**config.mk**
```make
export PLATFORM = sky130hd
export DESIGN_NAME = mx_int8_bd_dequant
export DESIGN_NICKNAME = d
export VERILOG_FILES = /design/src/rtl/mx_int8_bd_dequant_pkg.sv /design/src/rtl/mx_int8_bd_dequant_elem2fp32.sv /design/src/rtl/mx_int8_bd_dequant.sv
export SDC_FILE = /design/constraint.sdc
export NUM_CORES = 1
export LEC_CHECK = 0
export BUFFER_PORTS_ARGS = -buffer_cell sky130_fd_sc_hd__clkbuf_2
export CORE_ASPECT_RATIO = 0.6
export CORE_MARGIN = 4
export CORE_UTILIZATION = 40
export CTS_BUF_LIST = sky130_fd_sc_hd__clkbuf_8
export CTS_CLUSTER_SIZE = 8
export DETAILED_ROUTE_END_ITERATION = 7
export GPL_TIMING_DRIVEN = 0
export PLACE_DENSITY = 0.69
export SLEW_MARGIN = 10
export SYNTH_ARGS = -nofsm -noshare
export SYNTH_HDL_FRONTEND = slang
export SYNTH_SLANG_ARGS = --single-unit
```
**constraint.sdc**
```tcl
create_clock -name clk -period 10.9 [get_ports clk]
set_clock_uncertainty 0.15 [all_clocks]
set_input_delay 1.09 -clock clk [delete_from_list [all_inputs] [get_ports clk]]
set_output_delay 1.09 -clock clk [all_outputs]
set_load 0.01 [all_outputs]
```
**src/rtl/mx_int8_bd_dequant_pkg.sv**
```systemverilog
// mx_int8_bd_dequant_pkg: shared MXINT8 / scalar constants, FSM state type and a leading-one helper.
package mx_int8_bd_dequant_pkg;

  // MXINT8 block geometry
  localparam int BLK_SIZE = 32;
  localparam int ELEM_W   = 8;
  localparam int IDX_W    = $clog2(BLK_SIZE);
  localparam int BLK_W    = BLK_SIZE * ELEM_W;

  // E8M0 shared scale
  localparam int         E8M0_BIAS = 127;
  localparam logic [7:0] NAN_SCALE = 8'hFF;

  // int8 elements carry 6 fractional bits: value = X * 2^(S - bias - 6)
  localparam logic signed [9:0] INT8_FRAC = 10'sd6;

  // binary32 output format
  localparam int          FLOAT32_WIDTH = 32;
  localparam logic [31:0] CANON_NAN     = 32'h7FC0_0000;

  localparam logic [IDX_W-1:0] LAST_IDX = IDX_W'(BLK_SIZE - 1);

  typedef enum logic {
    EMPTY,
    ACTIVE
  } state_t;

  // Bit position of the most significant set bit; 0 when m is 0.
  function automatic logic [2:0] lead_one(input logic [7:0] m);
    lead_one = '0;
    for (int i = 0; i < 8; i++)
      if (m[i]) lead_one = 3'(i);
  endfunction

endpackage

```
**src/rtl/mx_int8_bd_dequant_elem2fp32.sv**
```systemverilog
// mx_int8_elem2fp32: exact combinational conversion of one int8 element under an E8M0 scale to binary32.
//   scale_i : E8M0 shared scale (0xFF = NaN)
//   int8_i  : two's-complement element
//   fp32_o  : IEEE-754 binary32 result (normal, subnormal, +/-Inf or canonical NaN)
module mx_int8_elem2fp32
  import mx_int8_bd_dequant_pkg::*;
(
  input  logic [7:0]               scale_i,
  input  logic [ELEM_W-1:0]        int8_i,
  output logic [FLOAT32_WIDTH-1:0] fp32_o
);

  logic              sign;
  logic [7:0]        mag;
  logic [2:0]        p;
  logic signed [9:0] e;
  logic [23:0]       norm;
  logic [22:0]       sub;

  always_comb begin
    sign = int8_i[7];
    // -128 negates to 0x80, which is exactly the magnitude 128 we want
    mag  = sign ? 8'(-int8_i) : int8_i;
    p    = lead_one(mag);
    e    = $signed({2'b0, scale_i}) + $signed({7'b0, p}) - INT8_FRAC;
    // leading one lands on bit 23 so bits [22:0] are the left-aligned mantissa
    norm = {16'b0, mag} << (5'd23 - {2'b0, p});
    // subnormal only when scale <= 6, so the shift stays within 22 bits
    sub  = {15'b0, mag} << (scale_i[4:0] + 5'd16);
    fp32_o = scale_i == NAN_SCALE ? CANON_NAN
           : mag == 8'd0          ? '0
           : e >= 10'sd255        ? {sign, 8'hFF, 23'b0}
           : e <= 10'sd0          ? {sign, 8'h00, sub}
           :                        {sign, e[7:0], norm[22:0]};
  end

endmodule

```
**src/rtl/mx_int8_bd_dequant.sv**
```systemverilog
// mx_int8_bd_dequant: streams an accepted MXINT8 block out as 32 binary32 beats, one per cycle.
//   clk, rst_n   : clock, synchronous active-low reset
//   blk_valid_i  : block offered; blk_ready_o : block accepted on valid && ready
//   scale_i      : E8M0 shared scale; elem_i : 32 int8 elements, element k at [8k+7:8k]
//   out_valid_o  : fp32_o holds a valid element; out_ready_i : downstream accepts
//   fp32_o       : converted element; out_last_o : current element is element 31
module mx_int8_bd_dequant
  import mx_int8_bd_dequant_pkg::*;
(
  input  logic                     clk,
  input  logic                     rst_n,
  input  logic                     blk_valid_i,
  output logic                     blk_ready_o,
  input  logic [7:0]               scale_i,
  input  logic [BLK_W-1:0]         elem_i,
  output logic                     out_valid_o,
  input  logic                     out_ready_i,
  output logic [FLOAT32_WIDTH-1:0] fp32_o,
  output logic                     out_last_o
);

  state_t                   state_q, state_d;
  logic [IDX_W-1:0]         idx_q, idx_d, idx_nx;
  logic [7:0]               scale_q, scale_d;
  logic [BLK_W-1:0]         elem_q, elem_d;
  logic [FLOAT32_WIDTH-1:0] fp32_q, fp32_d;
  logic                     hs, at_last, accept, advance;
  logic [7:0]               cv_scale;
  logic [ELEM_W-1:0]        cv_elem;
  logic [FLOAT32_WIDTH-1:0] cv_fp32;

  // One converter serves both the first element of a new block (straight from
  // the inputs) and each following element (from the latched block).
  mx_int8_elem2fp32 u_conv (
    .scale_i (cv_scale),
    .int8_i  (cv_elem),
    .fp32_o  (cv_fp32)
  );

  always_comb begin
    out_valid_o = state_q == ACTIVE;
    at_last     = idx_q == LAST_IDX;
    out_last_o  = out_valid_o && at_last;
    hs          = out_valid_o && out_ready_i;
    // ready on the final handshake lets the next block follow with no bubble
    blk_ready_o = state_q == EMPTY || (hs && at_last);
    accept      = blk_valid_i && blk_ready_o;
    advance     = hs && !at_last;
    idx_nx      = idx_q + 1'b1;
    cv_scale    = accept ? scale_i : scale_q;
    cv_elem     = accept ? elem_i[ELEM_W-1:0] : elem_q[{idx_nx, 3'b0} +: ELEM_W];
    state_d     = accept ? ACTIVE : (hs && at_last) ? EMPTY : state_q;
    idx_d       = accept ? '0 : advance ? idx_nx : idx_q;
    scale_d     = accept ? scale_i : scale_q;
    elem_d      = accept ? elem_i : elem_q;
    fp32_d      = (accept || advance) ? cv_fp32 : fp32_q;
  end

  always_ff @(posedge clk) begin
    if (!rst_n) begin
      state_q <= EMPTY;
      idx_q   <= '0;
      scale_q <= '0;
      elem_q  <= '0;
      fp32_q  <= '0;
    end else begin
      state_q <= state_d;
      idx_q   <= idx_d;
      scale_q <= scale_d;
      elem_q  <= elem_d;
      fp32_q  <= fp32_d;
    end
  end

  assign fp32_o = fp32_q;

endmodule
```
# [Word-level counts from Yosys, hierarchy flattened]
# Cells that the tools add are included.
[classes] order_cmp=2 bitwise_logic=2 reduce_logical=11 eq_ne=2 n_addsub=6 n_mux=16 shifts=3
[ops] op="$shiftx 256x9->8" count=1
[ops] op="$mux 32" count=2
[ops] op="$mux 31" count=2
[ops] op="$shl 8x5->23" count=2
[ops] op="$mux 8" count=3
[ops] op="$mux 3" count=4
[ops] op="$ge 10x9->1 const B" count=1
[ops] op="$le 10x1->1 const B" count=1
[ops] op="$sub 10x4->10 const B" count=1
[ops] op="$add 8x3->9" count=1
[ops] op="$eq 8x8->1 const B" count=1
[ops] op="$logic_not 8->1" count=1
[ops] op="$neg 8->8" count=1
[ops] op="$add 5x1->5 const B" count=1
[ops] op="$add 5x5->5 const B" count=1
[ops] op="$eq 5x5->1 const B" count=1
[ops] op="$logic_and 1x1->1" count=5
[ops] op="$sub 5x3->5 const A" count=1
[ops] op="$mux 2" count=2
[ops] op="$mux 1" count=3
[ops] op="$logic_or 1x1->1" count=2
[ops] op="$not 1->1" count=2
[ops] op="$reduce_bool 2->1" count=1
[ops] op="$reduce_or 2->1" count=1
[ops] op="$logic_not 1->1" count=1
[word_totals] input_bits=268 register_bits=302 output_inout_bits=35 wordCells=47

# [Longest topological paths before layout]
# Gate-level depths: netlist (run 1).
[depth] depth_word=21 mapped_depth=35 ltp_nobuf=33

# [Hierarchy]
# Synthesis (run 1) repeated with hierarchy kept, for this count alone.
[hier_totals] cells_unflattened=1762 hier_area_um2=14999.4
[modules_own_cells] module="mx_int8_bd_dequant" seq_area_each_um2=6045.8 area_each_um2=13437.9 instances=1 cells_per_inst=1534
[modules_own_cells] module="mx_int8_elem2fp32" seq_area_each_um2=0.0 area_each_um2=1561.5 instances=1 cells_per_inst=228

# [Worst setup path after synthesis (run 1)]
# No wires, ideal clock.
[synth_timing] path_kind="register to register" start="register idx_q[1]" end="register fp32_q[16] (netlist: fp32_o[16])" path_slack_ns=3.437 period_less_slack_ns=7.463 t_arrival_ns=7.183 path_stages_with_launch=36 required_time_ns=10.620 setup_ns=0.130 cell_sequence="dfxtp_1 -> ha_1 -> and3_1 -> ha_1 -> a21boi_2 -> inv_2 -> nand2_1 -> nand3_1 -> a211oi_1 -> nor3_4 -> inv_1 -> ha_1 -> clkbuf_2 -> nor2_1 -> xnor2_1 -> nand2_1 -> a21oi_1 -> o21ai_0 -> nand2_1 -> ha_1 -> inv_1 -> fa_1 -> nand2_1 -> nor4bb_1 -> nor3_1 -> or4_1 -> a211oi_1 -> a41o_1 -> and2_1 -> buf_2 -> nor3_1 -> a2111oi_0 -> nand2_1 -> mux2_2 -> a22oi_1 -> o22ai_1"
[synth_between] elab_chain_cells=21 word_cells_on_any_way=34 cone_classes="add/sub (6); order compare (2); eq/ne (2); shift (3); mux (14); reduce/logical (7)"
[synth_rtl] element="start: declaration" line_no="mx_int8_bd_dequant.sv:23" text="logic [IDX_W-1:0] idx_q, idx_d, idx_nx;"
[synth_rtl] element="start signal: assignment" line_no="mx_int8_bd_dequant.sv:68" text="idx_q <= idx_d;"
[synth_rtl] element="$eq 5x5->1 (*)" line_no="mx_int8_bd_dequant.sv:42" text="at_last = idx_q == LAST_IDX;"
[synth_rtl] element="$logic_and 1x1->1 (*)" line_no="mx_int8_bd_dequant.sv:46" text="blk_ready_o = state_q == EMPTY || (hs && at_last);"
[synth_rtl] element="$logic_or 1x1->1 (*)" line_no="mx_int8_bd_dequant.sv:46"
[synth_rtl] element="named net blk_ready_o" line_no="mx_int8_bd_dequant.sv:13" text="output logic blk_ready_o,"
[synth_rtl] element="$logic_and 1x1->1 (*)" line_no="mx_int8_bd_dequant.sv:47" text="accept = blk_valid_i && blk_ready_o;"
[synth_rtl] element="$mux 8" line_no="mx_int8_bd_dequant.sv:51" text="cv_elem = accept ? elem_i[ELEM_W-1:0] : elem_q[{idx_nx, 3'b0} +: ELEM_W];"
[synth_rtl] element="$neg 8->8" line_no="mx_int8_bd_dequant_elem2fp32.sv:23" text="mag = sign ? 8'(-int8_i) : int8_i;"
[synth_rtl] element="$mux 8" line_no="mx_int8_bd_dequant_elem2fp32.sv:23"
[synth_rtl] element="(+3 left out)"
[synth_rtl] element="$mux 3 (4 in a row)" line_no="mx_int8_bd_dequant_pkg.sv:32" text="if (m[i]) lead_one = 3'(i);"
[synth_rtl] element="$add 8x3->9" line_no="mx_int8_bd_dequant_elem2fp32.sv:25" text="e = $signed({2'b0, scale_i}) + $signed({7'b0, p}) - INT8_FRAC;"
[synth_rtl] element="$sub 10x4->10" line_no="mx_int8_bd_dequant_elem2fp32.sv:25"
[synth_rtl] element="$le 10x1->1" line_no="mx_int8_bd_dequant_elem2fp32.sv:33" text=": e <= 10'sd0 ? {sign, 8'h00, sub}"
[synth_rtl] element="$mux 31" line_no="mx_int8_bd_dequant_elem2fp32.sv:33"
[synth_rtl] element="$mux 31" line_no="mx_int8_bd_dequant_elem2fp32.sv:32" text=": e >= 10'sd255 ? {sign, 8'hFF, 23'b0}"
[synth_rtl] element="$mux 32" line_no="mx_int8_bd_dequant_elem2fp32.sv:31" text=": mag == 8'd0 ? '0"
[synth_rtl] element="$mux 32" line_no="mx_int8_bd_dequant_elem2fp32.sv:30" text="fp32_o = scale_i == NAN_SCALE ? CANON_NAN"
[synth_rtl] element="end signal: assignment" line_no="mx_int8_bd_dequant.sv:71" text="fp32_q <= fp32_d;"
[synth_rtl] element="end: declaration" line_no="mx_int8_bd_dequant.sv:26" text="logic [FLOAT32_WIDTH-1:0] fp32_q, fp32_d;"
# Mark *: on every way through the listed nets, which the timed path passes. The rest lies on a longest branch.
# A chain may end at the register's enable or synchronous reset.

# [Worst setup path in the final report (run 1)]
[layout_timing] start="register idx_q[1]" end="register fp32_q[13] (netlist: fp32_o[13])"
[layout_between] elab_chain_cells=21 word_cells_on_any_way=34 cone_classes="add/sub (6); order compare (2); eq/ne (2); shift (3); mux (14); reduce/logical (7)"
[layout_rtl] element="parallel branches: the longest is 21 deep, another holds $neg 8->8"
# Parallel ways; which one is timed is not known.

==> flow_summary.rst, run 1 <==
.. list-table::
   :header-rows: 1

   * - Metric
     - Value
   * - Post_cts resized
     - 0
   * - Critical path arrival
     - ~10000 ps
   * - Internal power
     - between 1500 and 2000 uW
   * - Total count of hold-check failures in the final report
     - 0
   * - Average instance area after synthesis
     - roughly 8.2 um^2
   * - Clk network pwr share
     - 0.325
   * - Synth area leaders
     - sky130_fd_sc_hd__dfxtp_1, sky130_fd_sc_hd__nand2_1, sky130_fd_sc_hd__a21oi_1
   * - Post-synthesis cell count
     - ~1800
   * - Number of cells in the finished layout apart from fillers
     - roughly 2600
   * - Share of the synthesized area in the top cell type
     - 0.415
   * - Total Neg Setup Slack
     - 0 ps
   * - Number of stages on the worst hold path
     - 2
   * - Area occupied by multi-input gates
     - between 0.007 and 0.008 mm^2
   * - Net switching power of the design
     - a little over 900 uW
   * - Cell with the largest stage delay on the worst path
     - sky130_fd_sc_hd__a211oi_1
   * - Highest attainable clock frequency
     - slightly above 0.1 GHz
   * - Antenna Violating Nets Remaining
     - 0
   * - Number of placed cells counting well taps
     - 2540
   * - Footprint of the flip-flops and latches
     - between 0.006 and 0.007 mm^2
   * - Maximum root-to-sink buffer count
     - 3
   * - Most frequent cells in the layout
     - sky130_fd_sc_hd__nand2_1, sky130_fd_sc_hd__clkbuf_2, sky130_fd_sc_hd__dfxtp_1
   * - Unrepaired setup endpoints after global routing
     - no
   * - Number of failing setup endpoints in the final timing report
     - 0
   * - Final hold slack
     - a little under 300 ps
   * - Dpl hpwl
     - 43900 um
   * - Cell Pwr Density
     - ~160 mW/mm^2
   * - Full die area
     - 0.0396 mm^2
   * - Status
     - complete, no violations
   * - Largest fanout of any net on the critical path
     - 10
   * - Peak VDD IR
     - around 0.00008 V
   * - Logic gate share of total power
     - 0.243
   * - Filler instances
     - around 3500
   * - 1st-pass router iterations
     - 6
   * - Routed length per instance
     - 21.5 um
   * - Flip-flop cell with the highest count after synthesis
     - sky130_fd_sc_hd__dfxtp_1
   * - Clock Latency Late Sink
     - ~600 ps
   * - Number of enable flip-flop cells after synthesis
     - 0
   * - Share of total power consumed by net switching
     - 0.329
   * - Required time worst endpoint
     - around 11000 ps
   * - Minimum clock period after layout
     - 9700 ps
   * - Cell taking the most area after synthesis
     - sky130_fd_sc_hd__dfxtp_1
   * - Crit path largest cell delay
     - roughly 600 ps
   * - Antenna violations before repair
     - 5
   * - Placer congestion estimate
     - slightly below 1
   * - Flop and latch count out of synthesis
     - around 300
   * - Drt first-iter violations
     - 1910
   * - Remaining design rule violation count
     - 0
   * - Core footprint
     - roughly 0.035 mm^2
   * - Die extent in y
     - approximately 160 um
   * - Master cell of the clock root buffer
     - sky130_fd_sc_hd__clkbuf_8
   * - Seq/Total Area, Yosys
     - 0.415
   * - Maximum number of pins on one net before global-route repair
     - 14
   * - Sequential Power Share
     - 0.432
   * - Net total in the final layout
     - 2398
   * - # clock sinks
     - slightly above 300
   * - Via total after detailed routing
     - ~15000
   * - Area added between synthesis and finish
     - 20.2%
   * - Sort of element at the start of the critical path
     - flop
   * - Post-CTS Hold Fix Bufs
     - 0
   * - Count of buffers inserted at the top-level ports
     - 302
   * - Worst Tran Pin Value
     - about 950 ps
   * - Total number of H-tree levels
     - 2
   * - Initial Util
     - 0.410
   * - Overall fraction of global-route tracks in use
     - 0.273
   * - Async set or reset register ratio after synthesis
     - 0
   * - Final number of max-transition violations
     - 0
   * - Final worst-path cycle share
     - 0.890
   * - Total clock buffers created by CTS
     - 47
   * - Netlist area before placement
     - 0.0146 mm^2
   * - Distinct cell type count after synthesis
     - 101
   * - Number of maximum-capacitance violations
     - 0
   * - Leakage component of the power
     - 0.00697 uW
   * - Synthesized net count
     - roughly 2000
   * - Max-slew headroom at the worst pin
     - 0.369
   * - Warnings, synthesis
     - 0
   * - R2R cell count
     - 35
   * - TritonCTS clock tree
     - yes
   * - Aggregate routed wire length
     - 56100 um
   * - Sort of element at the end of the critical path
     - flop
   * - Post-detailed-route via-to-cell ratio
     - 5.70
   * - Min-Delay Path Class
     - reg -> reg
   * - Most common cell after layout, fill and taps aside
     - sky130_fd_sc_hd__nand2_1
   * - First-pass GRT wire length
     - a little over 80000 um
   * - Number of top-level pins
     - 303
   * - Postcts setup bufs
     - 0
   * - FP Rows
     - 53
   * - Die width
     - 254 um
   * - Aggregate global routing overflow
     - 0
   * - Ratio of cells with drive above 1 in the final layout
     - 0.234
   * - Vias in the first global route
     - between 10000 and 15000
   * - Critical path type
     - reg -> reg
   * - Worst-path clk slew
     - 70 ps
state kept, by name, summed over array words and instances (netlist names):
name,flops
scale_q,8
fp32_o,32
elem_q,256
idx_q,5
out_valid_o,1
routing by layer:
layer	vias to the layer above	track usage	wire [um]
li1	6853	-	-
met1	7151	0.400	25100
met2	790	0.399	23400
met3	91	0.0721	6280
met4	0	0.0754	1380
met5	-	0	0
metrics by stage:
| stage | total power (uW) | util | setup WS (ps) | cell area [um^2] |
|---|---|---|---|---|
| after floorplan | 1660 | - | 3440 | 14600 |
| after global placement | 1880 | 0.469 | 1510 | 16600 |
| after detailed placement | 1890 | 0.469 | 1420 | 16600 |
| after CTS | 2790 | 0.493 | 1390 | 17500 |
| after global routing | 2920 | 0.493 | 581 | 17500 |
| final | 2800 | 0.493 | 1200 | 17500 |
Yosys cell counts (11+ instances only):
cell,instances
sky130_fd_sc_hd__nor3_1,21
sky130_fd_sc_hd__a21oi_1,288
sky130_fd_sc_hd__nand3_1,31
sky130_fd_sc_hd__nand2_1,608
sky130_fd_sc_hd__nor2_1,49
sky130_fd_sc_hd__o21ai_0,11
sky130_fd_sc_hd__inv_1,15
sky130_fd_sc_hd__dfxtp_1,302
sky130_fd_sc_hd__mux4_2,51
sky130_fd_sc_hd__clkbuf_1,96
sky130_fd_sc_hd__buf_2,15
sky130_fd_sc_hd__and2_1,14
sky130_fd_sc_hd__mux2i_1,26
area by class of cell:
class / instances / share of cell area
clock inverter: 16 / 0.00637
sequential: 302 / 0.346
buffer: 130 / 0.0338
inverter: 17 / 0.00365
tap: 467 / 0.0334
clock buffer: 52 / 0.0409
timing repair buffer: 302 / 0.0864
antenna: 4 / 0.000572
multi-input combinational: 1322 / 0.449
worst max-delay path, delay by kind of cell, from the launching register on:
family                   cells  cell delay [ps]
buffers and inverters        6             1410
AO/OA/AOI/OAI                9             2690
adder cells (fa/ha/maj)      5             1370
flip-flops                   1              360
XOR/XNOR                     2              610
AND/OR/NAND/NOR             13             2940
power by group through the flow:
stage	logic, uW	registers (uW)	clock network (uW)
after global routing	736	1210	966
after detailed placement	661	1230	0
after floorplan	435	1220	0
after global placement	649	1230	0
final	679	1210	910
after CTS	663	1210	916
cells by family after synthesis:
kind of cell               Yosys count  synth area share
and+or+nand+nor                    778             0.223
AOI/OAI and AO/OA                  431             0.187
DFF                                302             0.415
buffers and inverters              147            0.0450
muxes                               85             0.108
xor gates and xnor gates            20            0.0144
adders and majority gates            8           0.00739
worst paths after layout:
path,from,endpoint,slack (ps)
worst min-delay path,fp32_o[11],fp32_o[11],290
worst min register to register,fp32_o[11],fp32_o[11],290
worst max register to register,idx_q[1],fp32_o[13],1200
worst max-delay path,idx_q[1],fp32_o[13],1200
Power figures use the tool's default switching activity.
==> run 2: changes to the inputs <==
Settings changed: CTS_BUF_LIST sky130_fd_sc_hd__clkbuf_8 to not set.
==> run 2 against run 1 <==
Compared with the run above:
- hold slack gained 2.1 ps
- first-iteration DRC count shrank 12%
- highest routed layer unchanged
- worst setup slack worse by 110 ps
- total power up 10%
- combinational power barely moved
==> flow_summary.rst, run 2 (synthesized netlist as in run 1, its figures left out) <==
.. list-table::
   :header-rows: 1

   * - Metric
     - Value
   * - Most frequent cells in the layout
     - sky130_fd_sc_hd__nand2_1, sky130_fd_sc_hd__clkbuf_2, sky130_fd_sc_hd__dfxtp_1
   * - Master cell of the clock root buffer
     - sky130_fd_sc_hd__clkbuf_16
   * - Cell Pwr Density
     - around 170 mW/mm^2
   * - Area added between synthesis and finish
     - 22.3%
   * - Largest fanout of any net on the critical path
     - 10
   * - GR met1 Demand/Resource
     - 0.401
   * - Reg-to-Reg Start
     - idx_q[1]
   * - Placer congestion estimate
     - 0.968
   * - Overall fraction of global-route tracks in use
     - 0.274
   * - Number of top-level pins
     - 303
   * - Final number of max-transition violations
     - 0
   * - Pre-CTS setup slack
     - 1420 ps
   * - Status
     - complete, no violations
   * - Most common cell after layout, fill and taps aside
     - sky130_fd_sc_hd__nand2_1
   * - Final standard cell utilization of the core
     - 0.502
   * - Critical path type
     - reg -> reg
   * - Post-route setup slack
     - 1080 ps
   * - Min-Delay Path Class
     - reg -> reg
   * - Highest attainable clock frequency
     - around 0.10 GHz
   * - Cell with the largest stage delay on the worst path
     - sky130_fd_sc_hd__a211oi_1
   * - Post-detailed-route via-to-cell ratio
     - around 5.8
   * - Global-route track usage on met3
     - 0.0728
   * - Total Neg Setup Slack
     - 0 ps
   * - Antenna violations before repair
     - 6
   * - TritonCTS clock tree
     - yes
   * - Count of buffers inserted at the top-level ports
     - about 300
   * - 1st-pass router iterations
     - 6
   * - Post_cts resized
     - 0
   * - First-pass GRT wire length
     - about 83000 um
   * - Max reg flops
     - about 260
   * - Die width
     - ~250 um
   * - Postcts setup bufs
     - 0
   * - Largest Register
     - elem_q
   * - Crit. Startpoint
     - idx_q[1]
   * - Leakage component of the power
     - slightly above 0.007 uW
   * - Routed length per instance
     - roughly 22 um
   * - Unrepaired setup endpoints after global routing
     - no
   * - Critical path arrival
     - 10050 ps
   * - Drt first-iter violations
     - between 1500 and 2000
   * - Clock Latency Late Sink
     - 560 ps
   * - Number of maximum-capacitance violations
     - 0
   * - Vias in the first global route
     - 14300
   * - Aggregate routed wire length
     - roughly 56000 um
   * - Max-slew headroom at the worst pin
     - 0.343
   * - Sort of element at the end of the critical path
     - flop
   * - Crit path largest cell delay
     - 650 ps
   * - Area of placed instances
     - 0.0166 mm^2
   * - Worst Min Path Start
     - fp32_o[11]
   * - Final worst-path cycle share
     - 0.900
   * - Final std cell area, no fill
     - about 0.018 mm^2
   * - Maximum number of pins on one net before global-route repair
     - 13
   * - M2 GR Usage
     - 0.403
   * - Core footprint
     - 0.0355 mm^2
   * - Peak VDD IR
     - ~0.00011 V
   * - Dpl hpwl
     - between 40000 and 50000 um
   * - Required time worst endpoint
     - ~11000 ps
   * - Total number of H-tree levels
     - 2
   * - Maximum root-to-sink buffer count
     - 3
   * - Worst-path clk slew
     - about 60 ps
   * - Remaining design rule violation count
     - 0
   * - Via total after detailed routing
     - 14900
   * - Minimum clock period after layout
     - 9820 ps
   * - Number of failing setup endpoints in the final timing report
     - 0
   * - Full die area
     - 0.0396 mm^2
   * - Sort of element at the start of the critical path
     - flop
   * - Flop-to-flop setup slack
     - roughly 1100 ps
   * - Total clock buffers created by CTS
     - 43
   * - Initial Util
     - 0.410
   * - Antenna Violating Nets Remaining
     - 0
   * - Aggregate global routing overflow
     - 0
   * - Net total in the final layout
     - 2394
   * - Final hold slack
     - 296 ps
   * - Ratio of cells with drive above 1 in the final layout
     - 0.231
   * - Post-CTS Hold Fix Bufs
     - 0
   * - Top delay family on crit path
     - simple AND/OR/NAND/NOR gates
   * - FP Rows
     - between 50 and 60
   * - Total count of hold-check failures in the final report
     - 0
   * - # clock sinks
     - between 300 and 400
   * - Global route hottest layer
     - met2
   * - Crit path buffers/inverters
     - 6
   * - Worst Tran Pin Value
     - 973 ps
   * - Die extent in y
     - ~160 um
## run 2: cell types whose count changed in the layout (fill, tap and decap cells not counted), sizes merged
cell      previous run  this run
clkinvlp             2         0
inv                 28        20
bufinv               1         0
clkbuf             451       443
diode                4         5
clkinv               2         0
## run 2: per-layer routing
| layer | share of wire | routed length (um) |
|---|---|---|
| met5 | 0 | 0 |
| met4 | 0.026 | 1480 |
| met1 | 0.45 | 25500 |
| met2 | 0.42 | 23400 |
| met3 | 0.11 | 5990 |
## run 2: worst paths after layout
check,endpoint,depth (start not counted)
hold / removal,fp32_o[11],2
setup / recovery,fp32_o[13],35
setup reg to reg,fp32_o[13],35
hold reg to reg,fp32_o[11],2
## run 2: where the power goes
group | total [uW] | internal (uW) | switching [uW]
sequential | 1210 | 1170 | 37.0
combinational | 679 | 251 | 428
clock | 1190 | 705 | 488
total | 3080 | 2130 | 954
## run 2: cell type report
| class | count | area, um^2 |
|---|---|---|
| tap | 467 | 584 |
| timing repair buffer | 302 | 1510 |
| clock inverter | 3 | 48.8 |
| buffer | 130 | 591 |
| antenna | 5 | 12.5 |
| fill | 3445 | 17700 |
| sequential | 302 | 6050 |
| multi-input combinational | 1322 | 7850 |
| clock buffer | 44 | 1090 |
| inverter | 17 | 63.8 |
## run 2: worst reg2reg max path: cells and delay by family, from the launching register on
family | cells | cell delay (ps)
AOI/OAI and AO/OA | 9 | 2740
xor gates and xnor gates | 2 | 620
adders and majority gates | 5 | 1390
buffers and inverters | 6 | 1410
DFF | 1 | 360
and+or+nand+nor | 13 | 2970
## run 2: metrics by stage
step | total power (uW) | std cells
after global placement | 1880 | 2540
after CTS | 3070 | 2587
after floorplan | 1660 | 1771
after global routing | 3200 | 2592
final | 3080 | 2592
after detailed placement | 1890 | 2540
